--- src/rtl/operand_requester_slot.sv ---
// ---------------------------------------------------------------------------
// operand_requester_slot
//
// Turns one operand read request (source vreg, word count, id) into a stream
// of per-word VRF reads for a single lane. Each granted read becomes one word
// pushed into the destination operand queue. A command carrying the word count
// is pushed to the queue when the request is accepted.
//
// Handshakes:
//   req_valid_i/req_ready_o : a request transfers in any cycle where both are
//     high. req_ready_o is high in IDLE, and also in the cycle that issues the
//     last word, so a new request can follow with no bubble.
//   vrf_req_o/vrf_gnt_i     : a read issues in any cycle where both are high.
//     A grant with no request is ignored.
//
// Ports:
//   clk_i, rst_ni                 clock, async active-low reset
//   req_valid_i, req_ready_o      request handshake
//   req_vs_i, req_len_i, req_id_i request fields (vreg, word count, id)
//   stall_i                       scoreboard hazard (used only with the macro)
//   vrf_req_o, vrf_addr_o, vrf_gnt_i  VRF read port
//   operand_queue_ready_i         queue has room for one word
//   operand_issued_o              one word issued this cycle
//   operand_queue_cmd_valid_o/_len_o  command push to the queue
//   done_o, done_id_o             one-cycle completion pulse with id
//
// Configuration macro: OPREQ_HAZARD_STALL_EN
//   defined   : stall_i gates vrf_req_o
//   undefined : stall_i is ignored
// ---------------------------------------------------------------------------
module operand_requester_slot #(
    parameter int unsigned NrLanes = 4,
    parameter int unsigned VLEN    = 4096
) (
    input  logic                  clk_i,
    input  logic                  rst_ni,
    input  logic                  req_valid_i,
    output logic                  req_ready_o,
    input  logic [4:0]            req_vs_i,
    input  logic [15:0]           req_len_i,
    input  logic [2:0]            req_id_i,
    input  logic                  stall_i,
    output logic                  vrf_req_o,
    output logic [$clog2(32*(VLEN/NrLanes/64))-1:0] vrf_addr_o,
    input  logic                  vrf_gnt_i,
    input  logic                  operand_queue_ready_i,
    output logic                  operand_issued_o,
    output logic                  operand_queue_cmd_valid_o,
    output logic [15:0]           operand_queue_cmd_len_o,
    output logic                  done_o,
    output logic [2:0]            done_id_o
);

    localparam int unsigned VRegWords = VLEN / NrLanes / 64;
    localparam int unsigned AddrW     = $clog2(32 * VRegWords);

    typedef enum logic {
        IDLE  = 1'b0,
        ISSUE = 1'b1
    } state_e;

    state_e      state_q, state_d;
    logic [4:0]  vs_q, vs_d;
    logic [15:0] len_q, len_d;
    logic [2:0]  id_q, id_d;
    logic [15:0] cnt_q, cnt_d;
    // Zero-length requests complete one cycle after acceptance.
    logic        zdone_q, zdone_d;
    logic [2:0]  zdone_id_q, zdone_id_d;

    logic in_issue;
    logic issue;
    logic last;
    logic accept;

`ifndef OPREQ_HAZARD_STALL_EN
    logic unused_stall;
    assign unused_stall = stall_i;
`endif

    always_comb begin
        state_d    = state_q;
        vs_d       = vs_q;
        len_d      = len_q;
        id_d       = id_q;
        cnt_d      = cnt_q;
        zdone_d    = 1'b0;
        zdone_id_d = '0;

        in_issue = (state_q == ISSUE);
`ifdef OPREQ_HAZARD_STALL_EN
        vrf_req_o = in_issue & operand_queue_ready_i & ~stall_i;
`else
        vrf_req_o = in_issue & operand_queue_ready_i;
`endif
        issue = vrf_req_o & vrf_gnt_i;
        last  = issue & (cnt_q == len_q - 16'd1);

        req_ready_o = ~in_issue | last;
        accept      = req_valid_i & req_ready_o;

        // Address wraps naturally by truncation to AddrW bits.
        vrf_addr_o = in_issue ? (AddrW'(vs_q) * AddrW'(VRegWords) + AddrW'(cnt_q)) : '0;

        operand_issued_o          = issue;
        operand_queue_cmd_valid_o = accept & (req_len_i != 16'd0);
        operand_queue_cmd_len_o   = operand_queue_cmd_valid_o ? req_len_i : 16'd0;

        done_o    = last | zdone_q;
        done_id_o = last ? id_q : (zdone_q ? zdone_id_q : 3'd0);

        if (issue) begin
            cnt_d = cnt_q + 16'd1;
        end
        if (last) begin
            state_d = IDLE;
        end
        if (accept && (req_len_i == 16'd0)) begin
            zdone_d    = 1'b1;
            zdone_id_d = req_id_i;
        end
        // A new request (possibly in the last-grant cycle) overrides the
        // return to IDLE and restarts the word counter.
        if (operand_queue_cmd_valid_o) begin
            state_d = ISSUE;
            vs_d    = req_vs_i;
            len_d   = req_len_i;
            id_d    = req_id_i;
            cnt_d   = 16'd0;
        end
    end

    always_ff @(posedge clk_i or negedge rst_ni) begin
        if (!rst_ni) begin
            state_q    <= IDLE;
            vs_q       <= '0;
            len_q      <= '0;
            id_q       <= '0;
            cnt_q      <= '0;
            zdone_q    <= 1'b0;
            zdone_id_q <= '0;
        end else begin
            state_q    <= state_d;
            vs_q       <= vs_d;
            len_q      <= len_d;
            id_q       <= id_d;
            cnt_q      <= cnt_d;
            zdone_q    <= zdone_d;
            zdone_id_q <= zdone_id_d;
        end
    end

endmodule

--- config.mk ---
export PLATFORM = sky130hd
export DESIGN_NAME = operand_requester_slot
export DESIGN_NICKNAME = d
export VERILOG_FILES = /design/src/rtl/operand_requester_slot.sv
export SDC_FILE = /design/constraint.sdc
export NUM_CORES = 1
export LEC_CHECK = 0
export ABC_CLOCK_PERIOD_IN_PS = 9000
export CORE_AREA = 2 2 79 81
export CTS_CLUSTER_SIZE = 16
export DETAILED_ROUTE_END_ITERATION = 8
export DIE_AREA = 0 0 81 83
export HOLD_SLACK_MARGIN = 0.1
export MAX_ROUTING_LAYER = met4
export PLACE_DENSITY = 0.83
export SETUP_SLACK_MARGIN = 0.15
export SYNTH_ARGS = -nofsm -noshare
export SYNTH_HDL_FRONTEND = slang
export SYNTH_SLANG_ARGS = --single-unit
--- constraint.sdc ---
create_clock -name clk_i -period 9 [get_ports clk_i]
set_clock_uncertainty 0.15 [all_clocks]
set_input_delay 1.35 -clock clk_i [delete_from_list [all_inputs] [get_ports clk_i]]
set_output_delay 1.35 -clock clk_i [all_outputs]
set_load 0.02 [all_outputs]
==> results of run 1 <==
[state kept, by name, summed over array words and instances, names as in the netlist]
name,cells
cnt_q,16
vs_q,5
id_q,3
len_q,16
in_issue,1
zdone_q,1
zdone_id_q,3
[worst max-delay path, stage by stage]
cell,delay (ns)
sky130_fd_sc_hd__clkdlybuf4s50_1,0.49
sky130_fd_sc_hd__and3_1,0.37
sky130_fd_sc_hd__nand4_1,0.23
sky130_fd_sc_hd__a2111oi_4,0.26
sky130_fd_sc_hd__and4_4,0.30
sky130_fd_sc_hd__a21boi_4,0.05
sky130_fd_sc_hd__buf_4,0.31
sky130_fd_sc_hd__nor3_1,0.24
sky130_fd_sc_hd__clkdlybuf4s50_1,0.63
[routing by layer]
layer / track usage [%] / part of all wire [%] / wire, µm / vias up
met5: - / 0 / 0 / -
met3: 3.804 / 5.7 / 404 / 10
met2: 34.64 / 47 / 3333 / 85
li1: - / - / - / 1334
met4: 8.475 / 1.6 / 115 / 0
met1: 33.33 / 46 / 3238 / 1301
[cell usage after synthesis (2+ instances only)]
master / count / area, µm²
sky130_fd_sc_hd__or4_1: 3 / 22.52
sky130_fd_sc_hd__buf_2: 4 / 20.02
sky130_fd_sc_hd__buf_6: 2 / 22.52
sky130_fd_sc_hd__or3_1: 2 / 12.51
sky130_fd_sc_hd__ha_1: 6 / 75.07
sky130_fd_sc_hd__o31ai_2: 8 / 100.1
sky130_fd_sc_hd__o211ai_1: 26 / 195.2
sky130_fd_sc_hd__clkbuf_1: 20 / 75.07
sky130_fd_sc_hd__a21oi_1: 6 / 30.03
sky130_fd_sc_hd__nand2b_1: 3 / 18.77
sky130_fd_sc_hd__buf_4: 2 / 15.01
sky130_fd_sc_hd__nand3_1: 5 / 25.02
sky130_fd_sc_hd__nor4bb_1: 2 / 20.02
sky130_fd_sc_hd__nor4b_1: 2 / 17.52
sky130_fd_sc_hd__nand4_1: 6 / 37.54
sky130_fd_sc_hd__nor4_1: 8 / 50.05
sky130_fd_sc_hd__dfrtp_1: 45 / 1126
sky130_fd_sc_hd__nor3_1: 19 / 95.09
sky130_fd_sc_hd__and2_1: 13 / 81.33
sky130_fd_sc_hd__o221ai_1: 2 / 17.52
sky130_fd_sc_hd__inv_1: 33 / 123.9
sky130_fd_sc_hd__nor2_1: 11 / 41.29
sky130_fd_sc_hd__a21o_1: 2 / 15.01
sky130_fd_sc_hd__and4_1: 3 / 26.28
sky130_fd_sc_hd__xor2_1: 15 / 131.4
sky130_fd_sc_hd__o31ai_1: 16 / 120.1
sky130_fd_sc_hd__nand2_1: 15 / 56.30
sky130_fd_sc_hd__nor3_2: 17 / 170.2
sky130_fd_sc_hd__xnor2_1: 23 / 201.4
sky130_fd_sc_hd__mux2i_1: 4 / 40.04
sky130_fd_sc_hd__and3_1: 7 / 43.79
[worst paths after layout]
| check | from | cells past startpoint | end | slack, ns |
|---|---|---|---|---|
| setup / recovery | operand_queue_ready_i | 9 | operand_queue_cmd_len_o[15] | 3.24 |
| hold / removal | id_q[0] | 2 | id_q[0] | 0.39 |
| setup reg to reg | len_q[0] | 8 | len_q[10] | 5.09 |
| hold reg to reg | id_q[0] | 2 | id_q[0] | 0.39 |
| max in group asynchronous | rst_ni | 1 | vs_q[4] | 7.04 |
| min in group asynchronous | rst_ni | 1 | len_q[1] | 1.03 |
[power groups by stage]
stage / Combinational (mW) / Sequential (mW) / Clock, mW
floorplan: 0.158 / 0.254 / 0
global placement: 0.209 / 0.270 / 0
detailed placement: 0.219 / 0.272 / 0
CTS: 0.220 / 0.268 / 0.131
global route: 0.241 / 0.274 / 0.138
finish: 0.218 / 0.269 / 0.128
[cells by family (layout without fill, tap and decap cells)]
group | count (synthesis) | in the layout | synth area share, %
compound gates | 69 | 69 | 17.82
xor+xnor | 38 | 38 | 10.30
fa+ha+maj | 7 | 7 | 2.943
buf+inv | 63 | 105 | 8.172
flops | 45 | 45 | 34.86
mux | 4 | 4 | 1.239
simple gates | 123 | 123 | 24.67
[stage by stage]
step | util [%] | power (mW) | hold slack [ns] | worst slack, ns
2_1_floorplan | - | 0.4120 | 0.3385 | 4.085
3_3_place_gp | 65.66 | 0.4794 | 0.3609 | 3.285
3_5_place_dp | 65.66 | 0.4907 | 0.3725 | 3.237
4_1_cts | 67.21 | 0.6191 | 0.3941 | 3.210
5_1_grt | 67.21 | 0.6539 | 0.4313 | 3.027
6_report | 67.21 | 0.6154 | 0.3909 | 3.244
[area by class of cell]
type	instances	area (µm²)	share of cell area, %
inverter	34	127.6	3.265
clock buffer	5	68.82	1.761
tap	75	93.84	2.401
timing repair buffer	63	620.6	15.88
multi-input combinational	241	1851	47.34
clock inverter	3	21.27	0.5442
sequential	45	1126	28.81
[layout by cell type, fill, tap and decap left out, types with 3 or more instances in the layout]
cell type and count:
sky130_fd_sc_hd__a21oi_1 6, sky130_fd_sc_hd__and2_1 13, sky130_fd_sc_hd__and3_1 7, sky130_fd_sc_hd__and4_1 3, sky130_fd_sc_hd__clkbuf_8 5, sky130_fd_sc_hd__clkdlybuf4s50_1 60
sky130_fd_sc_hd__dfrtp_1 45, sky130_fd_sc_hd__ha_1 6, sky130_fd_sc_hd__inv_1 33, sky130_fd_sc_hd__mux2i_1 4, sky130_fd_sc_hd__nand2_1 14, sky130_fd_sc_hd__nand2b_1 3
sky130_fd_sc_hd__nand3_1 5, sky130_fd_sc_hd__nand4_1 6, sky130_fd_sc_hd__nor2_1 11, sky130_fd_sc_hd__nor3_1 19, sky130_fd_sc_hd__nor3_2 17, sky130_fd_sc_hd__nor4_1 8
sky130_fd_sc_hd__o211ai_1 26, sky130_fd_sc_hd__o31ai_1 16, sky130_fd_sc_hd__o31ai_2 8, sky130_fd_sc_hd__or4_1 3, sky130_fd_sc_hd__xnor2_1 23, sky130_fd_sc_hd__xor2_1 15
==> impl_metrics.xml, run 1 <==
<?xml version="1.0" encoding="UTF-8"?>
<metrics>
  <group name="run_status">
    <metric name="status" unit="">complete, no violations</metric>
  </group>
  <group name="yosys">
    <metric name="netlist-cell-type-count" unit="">50</metric>
    <metric name="yosys_warnings" unit="">0</metric>
    <metric name="synthArstFlopShare" unit="%">100.0</metric>
    <metric name="ys.flop_type" unit="">sky130_fd_sc_hd__dfrtp_1</metric>
    <metric name="synth_seq_area_share" unit="%">34.86</metric>
    <metric name="synth.ff_latch_count" unit="">45</metric>
    <metric name="synthesized_nets" unit="">386</metric>
    <metric name="syn_area_per_cell" unit="µm²">9.257</metric>
    <metric name="synth_enable_flop_cells" unit="">0</metric>
    <metric name="post_synth_inst_count" unit="">349</metric>
    <metric name="synthesis.area" unit="µm²">3231</metric>
  </group>
  <group name="power_and_ir_drop">
    <metric name="irDropWorstVdd" unit="mV">0.1141</metric>
    <metric name="clock_power_share" unit="%">20.8</metric>
    <metric name="power.leakage" unit="nW">1.599</metric>
    <metric name="power_density" unit="nW/µm²">157.4</metric>
    <metric name="power.sequential.fraction" unit="%">43.7</metric>
    <metric name="total_switching_power" unit="mW">0.2244</metric>
    <metric name="power_switching_share" unit="%">36.46</metric>
    <metric name="power_frac_comb" unit="%">35.5</metric>
    <metric name="power_report.internal_total" unit="mW">0.3910</metric>
  </group>
  <group name="critical_path">
    <metric name="critical_path_sink_type" unit="">output port</metric>
    <metric name="startpoint_type" unit="">input port</metric>
    <metric name="worst_ep_required_time" unit="ns">7.50</metric>
    <metric name="critPathArrivalTime" unit="ns">4.26</metric>
    <metric name="path_max_fanout" unit="">47</metric>
    <metric name="setup.worst_path.class" unit="">input port to output port</metric>
  </group>
  <group name="cts">
    <metric name="clock-sinks" unit="">45</metric>
    <metric name="clock_tree.buffer_depth" unit="">2</metric>
    <metric name="clock-root-buffer" unit="">sky130_fd_sc_hd__clkbuf_8</metric>
    <metric name="clock_tree_from_tritoncts" unit="">done</metric>
    <metric name="post-cts-setup-buffers" unit="">0</metric>
    <metric name="post_cts_clock_slew_at_the_launch_and_capture_registers_of_the_worst_setup_and_hold_paths" unit="ns">0.09</metric>
    <metric name="cts.hold.buffers_added" unit="">0</metric>
    <metric name="post_cts_resize_count" unit="">0</metric>
    <metric name="cts-htree-levels" unit="">2</metric>
    <metric name="cts_inserted_buffers" unit="">5</metric>
    <metric name="skew_pair_late_insertion_delay" unit="ns">0.31</metric>
  </group>
  <group name="detailed_routing">
    <metric name="drt-wirelength-per-cell" unit="µm">15.22</metric>
    <metric name="ant_nets" unit="">0</metric>
    <metric name="drt_drc_violations_left" unit="">0</metric>
    <metric name="drt_wl_total" unit="mm">7.092</metric>
    <metric name="firstDrtPassIters" unit="">4</metric>
    <metric name="drtIter0Drc" unit="">132</metric>
    <metric name="vias_per_cell" unit="">5.858</metric>
    <metric name="vias" unit="">2730</metric>
  </group>
  <group name="die">
    <metric name="die_area" unit="µm²">6723</metric>
    <metric name="dieHeight" unit="µm">83</metric>
    <metric name="io-pin-count" unit="">63</metric>
    <metric name="design.core.area" unit="µm²">5816</metric>
    <metric name="initial_core_util" unit="%">55.55</metric>
    <metric name="die_width" unit="µm">81</metric>
    <metric name="std_cell_rows" unit="">28</metric>
  </group>
  <group name="global_route">
    <metric name="grt.total_usage" unit="%">23.69</metric>
    <metric name="globalRouteOverflowTotal" unit="">0</metric>
    <metric name="grt_pass1_vias" unit="">2635</metric>
    <metric name="global_route_wire_length_before_repair" unit="mm">12.41</metric>
    <metric name="grt_max_degree" unit="">48</metric>
    <metric name="antenna_found_initial" unit="">0</metric>
  </group>
  <group name="final_layout">
    <metric name="area.growth.synth_to_final" unit="%">20.99</metric>
    <metric name="fraction_of_layout_cells_with_a_size_suffix_above_1" unit="%">11.51</metric>
    <metric name="instances_no_fill" unit="">466</metric>
    <metric name="antennaDiodeCount" unit="">0</metric>
    <metric name="finish.net_count" unit="">427</metric>
    <metric name="nFillCells" unit="">500</metric>
    <metric name="final_design_area_no_fill" unit="µm²">3909</metric>
  </group>
  <group name="sta">
    <metric name="maxClockFrequency" unit="MHz">173.7</metric>
    <metric name="sum_neg_setup_slack" unit="ns">0</metric>
    <metric name="relSlewSlack" unit="%">33.72</metric>
    <metric name="hold_viol_final" unit="">0</metric>
    <metric name="drv_slew" unit="">0</metric>
    <metric name="finalCriticalPeriod" unit="ns">5.756</metric>
    <metric name="slew_at_the_pin_closest_to_its_max_slew_limit" unit="ns">0.9912</metric>
    <metric name="final-setup-viol-count" unit="">0</metric>
    <metric name="rsz_0062_raised_after_global_routing" unit="">false</metric>
    <metric name="part_of_the_cycle_the_worst_path_needs" unit="%">63.96</metric>
  </group>
  <group name="placed_design">
    <metric name="count_of_input_and_output_buffers" unit="">61</metric>
    <metric name="place_area" unit="µm²">3819</metric>
    <metric name="hpwlAfterDp" unit="mm">5.195</metric>
    <metric name="globalplace.congestion" unit="">0.8565</metric>
    <metric name="dp_cells" unit="">458</metric>
  </group>
  <group name="flow_run">
    <metric name="max_cap_viols" unit="">0</metric>
  </group>
  <group name="min_path">
    <metric name="hold_class" unit="">register to register</metric>
  </group>
</metrics>
No activity file was read; power rests on OpenSTA's default activity.
==> inputs of run 2 (changes only) <==
- ABC_CLOCK_PERIOD_IN_PS: 9000 -> 5820
- CORE_AREA: 2 2 79 81 -> 2 2 82 84
- DIE_AREA: 0 0 81 83 -> 0 0 84 86
- PLACE_DENSITY: 0.83 -> 0.78
- clock period: 9 -> 5.82 ns (I/O delays scaled with it)
==> run 2 against run 1 <==
Compared with the run above: register-to-register slack got worse by 3.1 ns; sequential power increased by 55%; setup slack got worse by 2.5 ns; largest cell class unchanged; hold slack improved by 0.0069 ns; die area increased by 7.5%; final cell count increased by 0.43%; first-iteration DRC count decreased by 19%; non-clock buffer count increased by 1; power increased by 59%; critical path depth increased by 2; clock power increased by 78%.
==> impl_metrics.xml, run 2 (synthesis results as in run 1) <==
<?xml version="1.0" encoding="UTF-8"?>
<metrics>
  <group name="run_status">
    <metric name="status" unit="">complete, no violations</metric>
  </group>
  <group name="critical_path">
    <metric name="path_max_fanout" unit="">47</metric>
    <metric name="path_cells" unit="">inv_1 &gt; ha_1 &gt; or3b_1 &gt; nor4_2 &gt; xor2_1 &gt; or3_1 &gt; a21oi_1 &gt; a21boi_4 &gt; buf_12 &gt; nor3_1 &gt; clkdlybuf4s50_1</metric>
    <metric name="critical_path_sink_type" unit="">output port</metric>
    <metric name="startpoint_type" unit="">register</metric>
    <metric name="critPathArrivalTime" unit="ns">4.06</metric>
    <metric name="critPathMaxStageDelay" unit="ns">0.65</metric>
    <metric name="setup.worst_path.class" unit="">register to output port</metric>
    <metric name="cpMaxStageDelayCell" unit="">sky130_fd_sc_hd__clkdlybuf4s50_1</metric>
    <metric name="worst_ep_required_time" unit="ns">4.80</metric>
  </group>
  <group name="cts">
    <metric name="cts_inserted_buffers" unit="">5</metric>
    <metric name="cts-htree-levels" unit="">2</metric>
    <metric name="cts.hold.buffers_added" unit="">0</metric>
    <metric name="clock_tree.buffer_depth" unit="">2</metric>
    <metric name="post_cts_resize_count" unit="">0</metric>
    <metric name="post-cts-setup-buffers" unit="">0</metric>
    <metric name="clock-sinks" unit="">45</metric>
    <metric name="post_cts_clock_slew_at_the_launch_and_capture_registers_of_the_worst_setup_and_hold_paths" unit="ns">0.09</metric>
    <metric name="clock_tree_from_tritoncts" unit="">done</metric>
    <metric name="clock-root-buffer" unit="">sky130_fd_sc_hd__clkbuf_8</metric>
    <metric name="skew_pair_late_insertion_delay" unit="ns">0.30</metric>
  </group>
  <group name="die">
    <metric name="initial_core_util" unit="%">51.47</metric>
    <metric name="io-pin-count" unit="">63</metric>
    <metric name="die_area" unit="µm²">7224</metric>
    <metric name="dieHeight" unit="µm">86</metric>
    <metric name="die_width" unit="µm">84</metric>
    <metric name="design.core.area" unit="µm²">6277</metric>
    <metric name="std_cell_rows" unit="">29</metric>
  </group>
  <group name="global_route">
    <metric name="grt_max_degree" unit="">48</metric>
    <metric name="grt.total_usage" unit="%">21.12</metric>
    <metric name="antenna_found_initial" unit="">0</metric>
    <metric name="global_route_wire_length_before_repair" unit="mm">12.01</metric>
    <metric name="globalRouteOverflowTotal" unit="">0</metric>
    <metric name="grt_pass1_vias" unit="">2532</metric>
  </group>
  <group name="detailed_routing">
    <metric name="vias_per_cell" unit="">5.806</metric>
    <metric name="drt-wirelength-per-cell" unit="µm">15.20</metric>
    <metric name="vias" unit="">2717</metric>
    <metric name="ant_nets" unit="">0</metric>
    <metric name="drt_wl_total" unit="mm">7.112</metric>
    <metric name="drtIter0Drc" unit="">107</metric>
    <metric name="firstDrtPassIters" unit="">4</metric>
    <metric name="drt_drc_violations_left" unit="">0</metric>
  </group>
  <group name="final_layout">
    <metric name="multi_input_comb_area" unit="µm²">1851</metric>
    <metric name="layout_top_registers" unit="">cnt_q (16), len_q (16), vs_q (5)</metric>
    <metric name="area.growth.synth_to_final" unit="%">22.11</metric>
    <metric name="final_core_utilization" unit="%">62.85</metric>
    <metric name="fraction_of_layout_cells_with_a_size_suffix_above_1" unit="%">11.51</metric>
    <metric name="finish.net_count" unit="">428</metric>
    <metric name="layout.cells.most_common" unit="">sky130_fd_sc_hd__clkdlybuf4s50_1</metric>
    <metric name="final-seq-area" unit="µm²">1126</metric>
    <metric name="mostFrequentLayoutCells" unit="">sky130_fd_sc_hd__clkdlybuf4s50_1 (60), sky130_fd_sc_hd__dfrtp_1 (45), sky130_fd_sc_hd__inv_1 (33), sky130_fd_sc_hd__o211ai_1 (26), sky130_fd_sc_hd__xnor2_1 (23)</metric>
    <metric name="antennaDiodeCount" unit="">0</metric>
    <metric name="nFillCells" unit="">527</metric>
  </group>
  <group name="placed_design">
    <metric name="globalplace.congestion" unit="">0.8611</metric>
    <metric name="count_of_input_and_output_buffers" unit="">61</metric>
    <metric name="hpwlAfterDp" unit="mm">5.220</metric>
    <metric name="dpl_worst_slack" unit="ns">1.090</metric>
  </group>
  <group name="sta">
    <metric name="hold_viol_final" unit="">0</metric>
    <metric name="finalCriticalPeriod" unit="ns">5.082</metric>
    <metric name="slew_at_the_pin_closest_to_its_max_slew_limit" unit="ns">1.006</metric>
    <metric name="drv_slew" unit="">0</metric>
    <metric name="part_of_the_cycle_the_worst_path_needs" unit="%">87.31</metric>
    <metric name="postLayoutSetupSlackWorst" unit="ns">0.7384</metric>
    <metric name="sum_neg_setup_slack" unit="ns">0</metric>
    <metric name="final-setup-viol-count" unit="">0</metric>
    <metric name="relSlewSlack" unit="%">32.72</metric>
    <metric name="maxClockFrequency" unit="MHz">196.8</metric>
    <metric name="rsz_0062_raised_after_global_routing" unit="">false</metric>
  </group>
  <group name="flow_run">
    <metric name="max_cap_viols" unit="">0</metric>
  </group>
  <group name="power_and_ir_drop">
    <metric name="irDropWorstVdd" unit="mV">0.2121</metric>
    <metric name="power_density" unit="nW/µm²">248.3</metric>
    <metric name="power.leakage" unit="nW">1.619</metric>
  </group>
  <group name="min_path">
    <metric name="hold_class" unit="">register to register</metric>
  </group>
</metrics>
## run 2: cell types whose count changed in the layout (fill, tap and decap cells not counted), sizes merged
cell      previous run  this run
clkinvlp             1         0
bufinv               0         1
buf                  3         4
inv                 35        34
## run 2: per-layer routing
| layer | vias up | part of all wire [%] | global-route usage, % | wire [µm] |
|---|---|---|---|---|
| met3 | 12 | 4.2 | 3.272 | 297 |
| met4 | 0 | 2.4 | 7.038 | 171 |
| met2 | 73 | 46 | 33.09 | 3286 |
| met1 | 1300 | 47 | 28.27 | 3357 |
| li1 | 1332 | - | - | - |
| met5 | - | 0 | - | 0 |
## run 2: power breakdown
part / switching [mW] / internal, mW
sequential: 0.0642 / 0.352
combinational: 0.167 / 0.168
clock: 0.104 / 0.125
## run 2: final timing paths
kind / start / endpoint / slack (ns) / cells past startpoint
max in group asynchronous: rst_ni / cnt_q[1] / 4.30 / 1
max reg2reg: len_q[0] / len_q[14] / 1.98 / 8
max: len_q[0] / operand_queue_cmd_len_o[15] / 0.74 / 11
min reg2reg: id_q[0] / id_q[0] / 0.40 / 2
min in group asynchronous: rst_ni / cnt_q[14] / 0.60 / 1
min: id_q[0] / id_q[0] / 0.40 / 2
## run 2: metrics by stage
step	hold slack, ns	power, mW	cells	cell area (µm²)
2_1_floorplan	0.3385	0.6371	349	3231
4_1_cts	0.4013	0.9839	468	3945
3_3_place_gp	0.3600	0.7455	461	3841
3_5_place_dp	0.3817	0.7568	461	3841
5_1_grt	0.4399	1.041	468	3945
6_report	0.3978	0.9796	468	3945
## run 2: cell type report
cell class / count / area share (%)
Clock buffer: 5 / 1.744
Timing Repair Buffer: 64 / 16.24
Multi-Input combinational cell: 241 / 46.91
Sequential cell: 45 / 28.54
Clock inverter: 2 / 0.8880
Tap cell: 77 / 2.442
Inverter: 34 / 3.235
## run 2: critical path: cells and delay by family (launching register included)
kind                     cells  cell delay [ns]
flip-flops                   1             0.44
AO/OA/AOI/OAI                2             0.49
buffers and inverters        3             0.93
XOR/XNOR                     1             0.11
AND/OR/NAND/NOR              4             1.54
adder cells (fa/ha/maj)      1             0.23
==> inputs of run 3 (changes only) <==
- CTS_CLUSTER_DIAMETER: default -> 200
==> results of run 3 <==
The final DEF is identical to that of run 2; final timing and power are the same.
